--- config.mk ---
export PLATFORM = sky130hd
export DESIGN_NAME = input_control
export DESIGN_NICKNAME = d
export VERILOG_FILES = /design/src/rtl/input_control.sv
export SDC_FILE = /design/constraint.sdc
export NUM_CORES = 1
export LEC_CHECK = 0
export ABC_AREA = 0
export CAP_MARGIN = 10
export CORE_ASPECT_RATIO = 0.5
export CORE_MARGIN = 8
export CORE_UTILIZATION = 40
export DETAILED_ROUTE_END_ITERATION = 8
export DONT_BUFFER_PORTS = 1
export PLACE_DENSITY = 0.65
export SYNTH_ARGS = -nofsm -noshare
export SYNTH_HDL_FRONTEND = slang
export SYNTH_SLANG_ARGS = --single-unit
--- constraint.sdc ---
create_clock -name clk -period 4.3 [get_ports clk]
set_clock_uncertainty 0.2 [all_clocks]
set_input_delay 1.075 -clock clk [delete_from_list [all_inputs] [get_ports clk]]
set_output_delay 1.075 -clock clk [all_outputs]
set_load 0.005 [all_outputs]
--- src/rtl/input_control.sv ---
// Deserializes a 1-bit operand stream into N x N matrices A and B, clears the
// systolic core, drives skewed row/column wavefronts, then pulses init.
module input_control_lane #(
   parameter int D_W = 8,
   parameter int N   = 2,
   parameter int IDX = 0,
   parameter int TW  = 2
) (
   input  logic                  feed_i,
   input  logic [TW-1:0]         t_i,
   input  logic [N-1:0][D_W-1:0] vec_i,
   output logic [D_W-1:0]        lane_o
);
   // Lane IDX carries element k of its vector at feed step IDX+k; zero otherwise.
   always_comb begin
      lane_o = '0;
      for (int k = 0; k < N; k++)
         if (feed_i && int'(t_i) == IDX + k) lane_o = vec_i[k];
   end
endmodule

module input_control #(
   parameter int D_W = 8,
   parameter int N   = 2
) (
   input  logic           clk,
   input  logic           rst,
   input  logic           data_in,
   input  logic           data_valid,
   output logic           rx_ready,
   output logic [N*D_W-1:0] core_in_a,
   output logic [N*D_W-1:0] core_in_b,
   output logic           core_valid,
   output logic           core_clr,
   output logic           init,
   output logic           busy
);
   localparam int NN = N * N;
   localparam int BW = $clog2(D_W);
   localparam int EW = $clog2(2 * NN);
   localparam int TW = $clog2(2 * N - 1);

   typedef enum logic [2:0] {IDLE, LOAD, CLR, FEED, DONE} state_t;

   state_t                  state_q, state_d;
   logic [BW-1:0]           bit_q, bit_d;
   logic [EW-1:0]           elem_q, elem_d;
   logic [TW-1:0]           t_q, t_d;
   logic [NN-1:0][D_W-1:0]  a_q, b_q;
   logic                    accept;

   assign rx_ready   = (state_q == IDLE) || (state_q == LOAD);
   assign busy       = (state_q != IDLE);
   assign core_clr   = (state_q == CLR);
   assign core_valid = (state_q == FEED);
   assign init       = (state_q == DONE);
   assign accept     = data_valid && rx_ready;

   always_comb begin
      state_d = state_q;
      bit_d   = bit_q;
      elem_d  = elem_q;
      t_d     = t_q;
      unique case (state_q)
         IDLE, LOAD: if (data_valid) begin
            state_d = LOAD;
            if (bit_q == BW'(D_W - 1)) begin
               bit_d = '0;
               if (elem_q == EW'(2 * NN - 1)) begin
                  elem_d  = '0;
                  state_d = CLR;
               end else begin
                  elem_d = elem_q + EW'(1);
               end
            end else begin
               bit_d = bit_q + BW'(1);
            end
         end
         CLR: begin
            t_d     = '0;
            state_d = FEED;
         end
         FEED: if (t_q == TW'(2 * N - 2)) state_d = DONE;
               else t_d = t_q + TW'(1);
         DONE:    state_d = IDLE;
         default: state_d = IDLE;
      endcase
   end

   always_ff @(posedge clk or negedge rst) begin
      if (!rst) begin
         state_q <= IDLE;
         bit_q   <= '0;
         elem_q  <= '0;
         t_q     <= '0;
         a_q     <= '0;
         b_q     <= '0;
      end else begin
         state_q <= state_d;
         bit_q   <= bit_d;
         elem_q  <= elem_d;
         t_q     <= t_d;
         // Element index decoded per entry so N*N need not be a power of two.
         for (int e = 0; e < NN; e++) begin
            if (accept && elem_q == EW'(e))      a_q[e][bit_q] <= data_in;
            if (accept && elem_q == EW'(e + NN)) b_q[e][bit_q] <= data_in;
         end
      end
   end

   for (genvar i = 0; i < N; i++) begin : g_lane
      logic [N-1:0][D_W-1:0] col;
      for (genvar k = 0; k < N; k++) begin : g_col
         assign col[k] = b_q[k*N + i];
      end
      input_control_lane #(.D_W(D_W), .N(N), .IDX(i), .TW(TW)) u_a (
         .feed_i (core_valid),
         .t_i    (t_q),
         .vec_i  (a_q[i*N +: N]),
         .lane_o (core_in_a[i*D_W +: D_W])
      );
      input_control_lane #(.D_W(D_W), .N(N), .IDX(i), .TW(TW)) u_b (
         .feed_i (core_valid),
         .t_i    (t_q),
         .vec_i  (col),
         .lane_o (core_in_b[i*D_W +: D_W])
      );
   end
endmodule

==> impl_metrics.tcl, run 1 <==
set metrics [dict create \
    cpMaxStageDelayCell "nor2_2" \
    grt_usage 0.135 \
    port_buffers 0 \
    hold_class "in2async" \
    crit_chain "inv_1, ha_1, inv_1, nor2_2, a22o_1" \
    fp.dieW_um 158 \
    pwr-share-clk 0.305 \
    outcome "completed" \
    synth.area.mux_share 0.197 \
    worst-path-buf-inv 2 \
    leakage_nw 1.90 \
    required_ns 3.02 \
    die_y_um 87.1 \
    mappedNetlistArea_sq_um 4050 \
    synthCells 338 \
    die-area_sq_um 13800 \
    path_clk_slew_ns 0.06 \
    place.gp.congestion 0.753 \
    seqPwrFrac 0.466 \
    fillCellCount 939 \
    synth_compound_area_frac 0.0779 \
    postCtsSetupRepairBufs 0 \
    p_switching_mw 0.792 \
    drcViolationCount 0 \
    combPwrFrac 0.229 \
    period_needed_ns 3.37 \
    io_pins 41 \
    drtIter0Drc 150 \
    drv_slew 0 \
    cts_made_buffers 9 \
    p_int_mw 1.62 \
    synthAdderAreaFrac 0.0371 \
    end_kind "output port" \
    synth_xor_area_frac 0 \
    cpLargestDelayFamily "simple AND/OR/NAND/NOR gates" \
    grt_antenna_before_repair 0 \
    rows 26 \
    cap_violations 0 \
    drive_gt1_frac 0.320 \
    clock_path_buffers 2 \
    critPathMaxFanout 17 \
    hold_viol 0 \
    pre_cts_slack_ns 1.25 \
    final_common_cell "dfrtp_1" \
    clock_latency_ns 0.33 \
    arrival_ns 2.09 \
    cts-root-buf "clkbuf_16" \
    overflow 0 \
    yosysUniqueCellTypes 38 \
    avgSynthCellArea_sq_um 12.0 \
    antenna_cells 0 \
    cpMostUsedCell "inv_1" \
    yosys.area_share.simple 0.170 \
    critPathLaunchType "flop" \
    min_period_over_period 0.783 \
    routed_via_density 5.66 \
    max_slew.worst_pin.slew_ns 1.08 \
    wl_per_cell_um 19.2 \
    rsz0062_at_grt "false" \
    drt-pass1-iter-count 4 \
    syn_to_final_growth_pct 7.23 \
    yosysWarnings 0 \
    start_util 0.404 \
    fin_setup_tns_ns 0 \
    clock_sinks 75 \
    ys_seq_elements 75 \
    yosysSeqAreaShare 0.464 \
    slew_headroom 0.278 \
    vias 2631 \
    setup_violations 0 \
    ant_nets 0 \
    cts.htree.levels 3 \
    synth_nets 354 \
    grt_max_degree 76 \
    finalWorstSetupSlack_ns 0.932 \
    p_sw_frac 0.328 \
    hold_buffers 0 \
    vdd_drop_max_v 0.000217 \
    cts_resized 0 \
    power_density_nw_per_um2 556 \
    critical_path_class "reg2out" \
    wl_um 8910 \
    final_util 0.433 \
    detailed_place_hpwl_um 5900 \
    grt_pass1_wl_um 14500 \
    mostFrequentLayoutCells "75 x dfrtp_1, 70 x mux2_2, 32 x a22o_1, 23 x nand2_1, 20 x nand4_1" \
    grt_pass1_vias 2711 \
    layout.nets 336 \
    clock.fmax_mhz 297 \
    tritoncts "built" \
    slowest_delay_ns 0.63 \
    coreArea_sq_um 10000 \
    synth_top_family_by_area "multiplexers" \
]
## cell type report
| type | instances | area, sq um | share of cell area |
|---|---|---|---|
| multi-input combinational | 225 | 1950 | 0.450 |
| sequential | 75 | 1880 | 0.432 |
| clock buffer | 10 | 229 | 0.0528 |
| tap | 140 | 175 | 0.0404 |
| clock inverter | 6 | 66.3 | 0.0153 |
| inverter | 7 | 26.3 | 0.00605 |
| timing repair buffer | 2 | 15.0 | 0.00346 |
## synth_stat cells (all sizes together)
cell	count	area, sq um
a311o	1	10.0
nand4bb	3	33.8
clkbuf	9	35.0
ha	12	150
a22o	32	280
nor2	15	61.3
or3	1	6.26
nor3b	4	46.3
nor2b	4	25.0
o211ai	1	7.51
nand3	17	85.1
nand4b	3	26.3
buf	22	158
nand2	24	92.6
nor4	1	12.5
mux2	70	788
nor4b	2	30.0
o31ai	1	7.51
and2	2	15.0
and4b	1	10.0
and4bb	7	98.9
inv	7	26.3
nand4	20	125
nand3b	1	20.0
dfrtp	75	1880
mux2i	1	10.0
a21oi	2	10.0
## path summary, 6_finish.rpt
kind                            startpoint             to  slack, ns  cells past startpoint
worst max register to register   elem_q[2]        b_q[28]       1.92                      4
max in group asynchronous              rst     state_q[1]       3.55                      0
worst min-delay path                   rst        a_q[24]       0.23                      0
worst min register to register     b_q[11]        b_q[11]       0.31                      1
worst max-delay path                t_q[0]  core_in_a[15]       0.93                      5
min in group clk                   b_q[11]        b_q[11]       0.31                      1
## flip-flops by register name, indices dropped and copies added (netlist names)
name / count
elem_q: 3
state_q: 3
a_q: 32
t_q: 2
b_q: 32
bit_q: 3
## per-stage QoR
stage / instance area, sq um / total power [mW] / hold slack (ns) / std cells
floorplan: 4050 / 1.56 / 0.280 / 338
global placement: 4050 / 1.64 / 0.289 / 449
detailed placement: 4050 / 1.69 / 0.295 / 449
CTS: 4340 / 2.43 / 0.226 / 465
global route: 4340 / 2.55 / 0.215 / 465
finish: 4340 / 2.41 / 0.231 / 465
## power by group through the flow
| stage | sequential, mW | clock (mW) | combinational (mW) |
|---|---|---|---|
| after floorplan | 1.00 | 0 | 0.557 |
| after global placement | 1.11 | 0 | 0.531 |
| after detailed placement | 1.13 | 0 | 0.556 |
| after CTS | 1.12 | 0.748 | 0.559 |
| after global routing | 1.16 | 0.782 | 0.610 |
| final | 1.12 | 0.736 | 0.553 |
## layer usage
layer / share of wire / vias up / global-route usage
met5: 0 / - / 0
met3: 0.044 / 12 / 0.0436
met1: 0.45 / 1370 / 0.164
met4: 0.015 / 0 / 0.0476
li1: - / 1206 / -
met2: 0.49 / 43 / 0.224
## cell families after synthesis
family | Yosys count
compound gates | 37
fa+ha+maj | 12
buf+inv | 38
flops | 75
mux | 71
simple gates | 105
## worst reg2reg max path: stages, from the launching register on
cell and delay [ns]:
dfrtp_1 0.87, ha_1 0.42, nor2b_1 0.33, nand3_1 0.13, mux2_2 0.31
No activity file was read; power rests on OpenSTA's default activity.
==> run 2: changes to the inputs <==
clock period = 3.5 ns   (was 4.3 ns; I/O delays follow)
==> impl_metrics.tcl, run 2 (synthesized netlist as in run 1, its figures left out) <==
set metrics [dict create \
    holdWs_ns 0.0268 \
    die-area_sq_um 13800 \
    syn_to_final_growth_pct 8.04 \
    top_usage_layer "met2" \
    use_met2 0.217 \
    drt-pass1-iter-count 4 \
    fillCellCount 921 \
    outcome "completed" \
    slowest_delay_ns 0.67 \
    rows 26 \
    wl_per_cell_um 19.3 \
    p_int_mw 2.08 \
    vias 2667 \
    stdcell_area_sq_um 4370 \
    largestRegisters "a_q: 32 flops, b_q: 32 flops" \
    grtUsageMet1 0.170 \
    start_util 0.404 \
    layout.nets 337 \
    tritoncts "built" \
    place.gp.congestion 0.776 \
    cts_resized 0 \
    critPathLaunchType "flop" \
    worst-path-buf-inv 0 \
    postCtsSetupRepairBufs 0 \
    cpMaxStageDelayCell "nor3b_4" \
    min_period_over_period 0.917 \
    drive_gt1_frac 0.319 \
    use_met3 0.0470 \
    fin_setup_tns_ns 0 \
    max_slew.worst_pin.slew_ns 1.16 \
    drtIter0Drc 216 \
    cts-root-buf "clkbuf_16" \
    rsz0062_at_grt "false" \
    cpLargestDelayFamily "simple AND/OR/NAND/NOR gates" \
    io_pins 41 \
    drcViolationCount 0 \
    clock_latency_ns 0.34 \
    period_needed_ns 3.21 \
    p_switching_mw 0.981 \
    hold_class "in2async" \
    mostFrequentLayoutCells "75 x dfrtp_1, 70 x mux2_2, 32 x a22o_1, 23 x nand2_1, 20 x nand4_1" \
    coreArea_sq_um 10000 \
    clock.fmax_mhz 312 \
    final_common_cell "dfrtp_1" \
    cap_violations 0 \
    crit_chain "nand3b_4, nor3b_4, a22o_1" \
    port_buffers 0 \
    hold_buffers 0 \
    grt_usage 0.138 \
    cts.htree.levels 3 \
    detailed_place_hpwl_um 5950 \
    antenna_cells 0 \
    die_y_um 87.1 \
    arrival_ns 2.14 \
    wl_um 9000 \
    path_clk_slew_ns 0.06 \
    grt_pass1_vias 2634 \
    ant_nets 0 \
    hold_viol 0 \
    critical_path_class "reg2out" \
    seqPwrFrac 0.451 \
    grt_pass1_wl_um 14600 \
    fp.dieW_um 158 \
    cts_made_buffers 9 \
    grt_max_degree 76 \
    overflow 0 \
    slew_headroom 0.229 \
    clock_sinks 75 \
    critical_path.reg2reg.startpoint "elem_q[2]" \
    p_sw_frac 0.320 \
    drv_slew 0 \
    dpl_cell_area_sq_um 4050 \
    pwr-share-clk 0.327 \
    vdd_drop_max_v 0.000233 \
    ff2ff_path_depth 4 \
    power_density_nw_per_um2 700 \
    cp.depth 3 \
    end_kind "output port" \
    critPathMaxFanout 16 \
    required_ns 2.42 \
    grt_antenna_before_repair 0 \
    setup_violations 0 \
    routed_via_density 5.72 \
    leakage_nw 1.93 \
    clock_path_buffers 2 \
    critPathLaunch "state_q[1]" \
    combPwrFrac 0.222 \
]
-- run 2: changes by cell type in the layout (fill, tap and decap cells not counted), sizes merged --
cell | before | now
clkbuf | 10 | 12
bufinv | 1 | 2
buf | 2 | 3
clkinvlp | 3 | 0
-- run 2: area by class of cell --
type | instances | area (sq um) | share of cell area
multi-input combinational | 225 | 1950 | 0.446
sequential | 75 | 1880 | 0.429
clock buffer | 12 | 246 | 0.0564
tap | 140 | 175 | 0.0401
clock inverter | 4 | 73.8 | 0.0169
inverter | 7 | 26.3 | 0.00601
timing repair buffer | 3 | 22.5 | 0.00515
-- run 2: layer usage --
layer  wire (um)  part of all wire  vias to the layer above
met5           0                 0                        -
met4         140             0.016                        0
met3         506             0.056                       13
met2        4410              0.49                       59
met1        3940              0.44                     1392
li1            -                 -                     1203
-- run 2: through the flow --
step / setup slack [ns] / power [mW] / std cells / utilization
after floorplan: 0.956 / 1.91 / 338 / -
after global placement: 0.744 / 2.02 / 450 / 0.404
after detailed placement: 0.649 / 2.08 / 450 / 0.404
after CTS: 0.277 / 3.07 / 466 / 0.436
after global routing: 0.170 / 3.22 / 466 / 0.436
final: 0.290 / 3.06 / 466 / 0.436
-- run 2: final timing paths --
kind / endpoint / slack, ns
max: core_in_a[6] / 0.29
min: a_q[27] / 0.03
max reg2reg: b_q[30] / 1.07
min reg2reg: b_q[5] / 0.30
max in group asynchronous: t_q[1] / 2.96
min in group clk: b_q[5] / 0.30
-- run 2: power by group through the flow --
stage,Clock (mW),Combinational (mW),Sequential (mW)
floorplan,0,0.685,1.23
global placement,0,0.651,1.37
detailed placement,0,0.683,1.39
CTS,1.01,0.684,1.38
global route,1.05,0.747,1.42
finish,1.00,0.681,1.38
==> run 3: changes to the inputs <==
CORE_UTILIZATION = 34   (was 40)
PLACE_DENSITY = 0.59   (was 0.65)
SLEW_MARGIN = 20   (was default)
==> impl_metrics.tcl, run 3 (synthesized netlist as in run 1, its figures left out) <==
set metrics [dict create \
    min_period_over_period 0.879 \
    final_common_cell "dfrtp_1" \
    clock.fmax_mhz 325 \
    routed_via_density 5.25 \
    coreArea_sq_um 11700 \
    leakage_nw 1.92 \
    r2r-end "a_q[20]" \
    power_density_nw_per_um2 674 \
    fp.dieW_um 170 \
    setup_violations 0 \
    cts_made_buffers 9 \
    die_y_um 93.2 \
    antenna_cells 0 \
    clock_path_buffers 2 \
    period_needed_ns 3.08 \
    wl_per_cell_um 17.8 \
    cts_resized 0 \
    place.gp.congestion 0.688 \
    cap_violations 0 \
    drt-pass1-iter-count 6 \
    grt_max_degree 76 \
    layout.nets 339 \
    end_kind "output port" \
    cts-root-buf "clkbuf_16" \
    port_buffers 0 \
    drcViolationCount 0 \
    use_met2 0.185 \
    ant_nets 0 \
    drv_slew 0 \
    slowest_delay_ns 0.62 \
    use_met3 0.0441 \
    wl_um 8760 \
    rrSetupSlack_ns 1.25 \
    cts.htree.levels 3 \
    grt_pass1_vias 2639 \
    largestRegisters "a_q: 32 flops, b_q: 32 flops" \
    top_usage_layer "met2" \
    ff2ff_path_depth 3 \
    arrival_ns 2.00 \
    final_util 0.376 \
    syn_to_final_growth_pct 8.56 \
    clock_latency_ns 0.32 \
    grtUsageMet1 0.147 \
    hold_class "in2async" \
    clock_sinks 75 \
    cpMaxStageDelayCell "nor3b_4" \
    crit_chain "nand3b_4, nor3b_4, a22o_1" \
    overflow 0 \
    hold_viol 0 \
    vdd_drop_max_v 0.000298 \
    grt_antenna_before_repair 0 \
    critPathLaunchType "flop" \
    critical_path_class "reg2out" \
    grt_usage 0.115 \
    fillCellCount 1138 \
    fin_setup_tns_ns 0 \
    slew_headroom 0.402 \
    mostFrequentLayoutCells "75 x dfrtp_1, 70 x mux2_2, 32 x a22o_1, 23 x nand2_1, 20 x nand4_1" \
    postCtsSetupRepairBufs 0 \
    drtIter0Drc 115 \
    required_ns 2.42 \
    rows 28 \
    critPathMaxFanout 16 \
    vias 2589 \
    max_slew.worst_pin.slew_ns 0.896 \
    io_pins 41 \
    hold_buffers 0 \
    outcome "completed" \
    die-area_sq_um 15900 \
    start_util 0.346 \
    rsz0062_at_grt "false" \
    critical_path.reg2reg.startpoint "bit_q[2]" \
    power.total_mw 2.96 \
    tritoncts "built" \
    grt_pass1_wl_um 14600 \
    detailed_place_hpwl_um 5890 \
    drive_gt1_frac 0.326 \
    path_clk_slew_ns 0.06 \
]
==> run 3: cell count changes in the layout (fill, tap and decap cells not counted), sizes merged <==
cell / change
buf: +2
bufinv: -1
clkbuf: -1
clkinv: +1
clkinvlp: +1
==> run 3: worst max-delay path: cells and delay by family, from the launching register on <==
kind / cells / cell delay (ns)
flip-flops: 1 / 0.61
AND/OR/NAND/NOR: 2 / 0.78
AO/OA/AOI/OAI: 1 / 0.28
==> run 3: metal layers <==
layer / share of wire / routed length [um] / vias to the layer above
li1: - / - / 1217
met1: 0.45 / 3960 / 1325
met2: 0.48 / 4220 / 45
met3: 0.061 / 532 / 2
met4: 0.0046 / 40 / 0
met5: 0 / 0 / -
==> run 3: worst max path at each step <==
stage	startpoint	end	slack, ns
floorplan	t_q[1]	core_in_a[10]	0.96
global placement	state_q[1]	core_in_a[5]	0.76
detailed placement	state_q[1]	core_in_a[5]	0.74
CTS	state_q[1]	core_in_a[5]	0.38
global route	state_q[1]	core_in_a[5]	0.20
finish	state_q[1]	core_in_a[6]	0.42
==> run 3: final cells by class <==
class | count | area, sq um | share of cell area
clock buffers | 11 | 243 | 0.0552
repair buffers | 5 | 37.5 | 0.00854
flip-flops and latches | 75 | 1880 | 0.427
multi-input cells | 225 | 1950 | 0.444
well taps | 165 | 206 | 0.0470
inverters | 7 | 26.3 | 0.00598
clock inverters | 5 | 52.6 | 0.0120
==> run 3: metrics by stage <==
stage / setup WS, ns / cell area (sq um) / hold WS (ns) / instances
3_5_place_dp: 0.738 / 4100 / 0.294 / 477
3_3_place_gp: 0.765 / 4100 / 0.287 / 477
5_1_grt: 0.204 / 4390 / 0.0249 / 493
2_1_floorplan: 0.956 / 4050 / 0.280 / 338
6_report: 0.423 / 4390 / 0.0418 / 493
4_1_cts: 0.377 / 4390 / 0.0322 / 493
==> run 3: where the power goes <==
group | internal (mW) | switching (mW)
Sequential | 1.10 | 0.219
Combinational | 0.351 | 0.388
Clock | 0.567 | 0.335
Total | 2.02 | 0.941
==> variant: new RTL, flow settings as in run 3 <==
Make the reset (`rst`) synchronous in one clocked block.
--- a/src/rtl/input_control.sv
+++ b/src/rtl/input_control.sv
@@ -89,3 +89,3 @@
 
-   always_ff @(posedge clk or negedge rst) begin
+   always_ff @(posedge clk) begin
       if (!rst) begin
Function: differs if rst is asserted again (counterexample within 4 cycles, from zero or initial values and one cycle with rst low); with rst held inactive, the same outputs for 10 cycles.
==> variant against run 3 <==
Final area shrank 3.0%; area after synthesis shrank 2.8%; routed wire length grew 11%; worst setup slack is essentially flat; cell count grew 12%; synthesized cell count grew 25%; sequential cell count is the same; register-to-register slack lost 0.02 ns; highest routed layer unchanged.
Power is not compared: it rests on default switching activity, and its combinational part moved more than twofold at a synthesized area within 25%.
==> variant: results (changes against run 3) <==
status: "finished, final reports clean"
synth_area_leaders: "dfxtp_1 38%, mux2i_1 14%, nand2_1 10%"
dp.cells: 537  # +13%
yosysWarningCount: 0  # unchanged
holdBufCountCts: 0  # unchanged
wl_per_cell_um: 17.6  # -0.69%
cts.clk_slew.worst_paths_ns: 0.06  # about the same
top_regs: "a_q x32, b_q x32"
relSlewSlack: 0.466  # +0.0645
worst_path_max_delay_cell: "dfxtp_1"
antenna_found_initial: 0  # unchanged
grt_first_pass_wirelength_mm: 16.0  # +9.9%
drtPass1Iterations: 4  # -2
slowest_delay_ns: 0.32  # -0.30 ns
vias: 2963  # +14%
hold_path.class: "register to register"
drt-total-wl_mm: 9.75  # +11%
dp_hpwl_mm: 6.30  # +7.0%
vdd_drop_max_mv: 0.236
p_leak_uw: 0.00180
synth_ff_type: "dfxtp_1"
grt.total_usage: 0.129  # +0.0135
syn_inst: 424  # +25%
synthesis.nets: 440  # +24%
post_cts_resized: 0  # unchanged
htreeDepth: 3  # unchanged
post_cts_buffers: 0  # unchanged
crit_family: "buffers and inverters"
drt_first_iter_violations: 181  # +57%
cp_max_fo: 17  # +1
synth-seq-area-share: 0.382  # -0.0821
drive_gt1_frac: 0.108  # -0.218
grt_start_max_net_pins: 70  # -7.9%
antenna_cells: 0  # unchanged
synth_common_cells: "108 x nand2_1, 75 x dfxtp_1, 57 x mux2i_1"
cts_root_buf: "clkbuf_16"
gp_congestion: 0.719  # +4.6%
ys_types: 41  # +7.9%
clockBufferDepth: 2  # unchanged
grt_pass1_vias: 2833  # +7.4%
r2r_cells: 6  # +3
holdPathStages: 2
async_flop_share: 0  # -1.00
numCtsBuffers: 9  # unchanged
port_buffers: 0  # unchanged
arrival_ns: 2.00  # about the same
insertion_delay_ns: 0.33
==> variant: cell types whose count changed after synthesis, sizes merged, moves of 5 or more <==
cell / before / now
nand3: 17 / 4
o31ai: 1 / 12
nand2b: 0 / 5
nand2: 24 / 108
o211ai: 1 / 9
clkbuf: 9 / 16
nor2: 15 / 8
dfxtp: 0 / 75
dfrtp: 75 / 0
mux2i: 1 / 57
nor4b: 2 / 8
mux2: 70 / 0
nand4: 20 / 4
==> variant: path summary, 6_finish.rpt <==
kind         slack (ns)                      to                  start
max                0.42           core_in_b[15]    t_q[1]$_SDFFE_PN0P_
min                0.26     b_q[2]$_SDFFE_PN0P_    b_q[2]$_SDFFE_PN0P_
max reg2reg        1.23  elem_q[2]$_SDFFE_PN0P_  bit_q[1]$_SDFFE_PN0P_
min reg2reg        0.26     b_q[2]$_SDFFE_PN0P_    b_q[2]$_SDFFE_PN0P_
==> variant: metrics by stage <==
step | area [um^2] | hold WS [ns] | setup WS [ns] | power (uW)
2_1_floorplan | 3940 | 0.238 | 0.958 | 946
3_3_place_gp | 3960 | 0.245 | 0.762 | 945
3_5_place_dp | 3960 | 0.252 | 0.737 | 945
4_1_cts | 4260 | 0.260 | 0.373 | 1890
5_1_grt | 4260 | 0.279 | 0.267 | 1930
6_report | 4260 | 0.259 | 0.423 | 1870
==> variant: worst register-to-register path, cell delays in order, from the launching register on <==
cell      delay (ns)
dfxtp_1         0.84
ha_1            0.28
ha_1            0.19
nor4bb_1        0.23
buf_4           0.20
nor2_1          0.05
a211oi_1        0.20
==> variant: cell type report <==
type	instances	area [um^2]
multi-input combinational	301	2180
tap	145	181
clock inverter	5	61.3
timing repair buffer	9	67.6
fill	1150	6890
sequential	75	1500
inverter	7	26.3
clock buffer	11	243
==> variant: routing by layer <==
metal | track usage | share of wire
met1 | 0.169 | 0.49
met2 | 0.199 | 0.45
met3 | 0.0466 | 0.049
met4 | 0.0303 | 0.0079
met5 | 0 | 0
==> variant: cells by family after synthesis <==
kind of cell               after synthesis  synth area share
buffers and inverters                   48            0.0652
and+or+nand+nor                        172             0.244
DFF                                     75             0.382
adders and majority gates               12            0.0382
muxes                                   57             0.145
AOI/OAI and AO/OA                       60             0.126
==> variant: where the power goes <==
group,switching [uW],internal [uW],total (uW)
Clock,371,574,945
Sequential,16.0,858,874
Combinational,31.4,20.3,51.7
Total,418,1450,1870
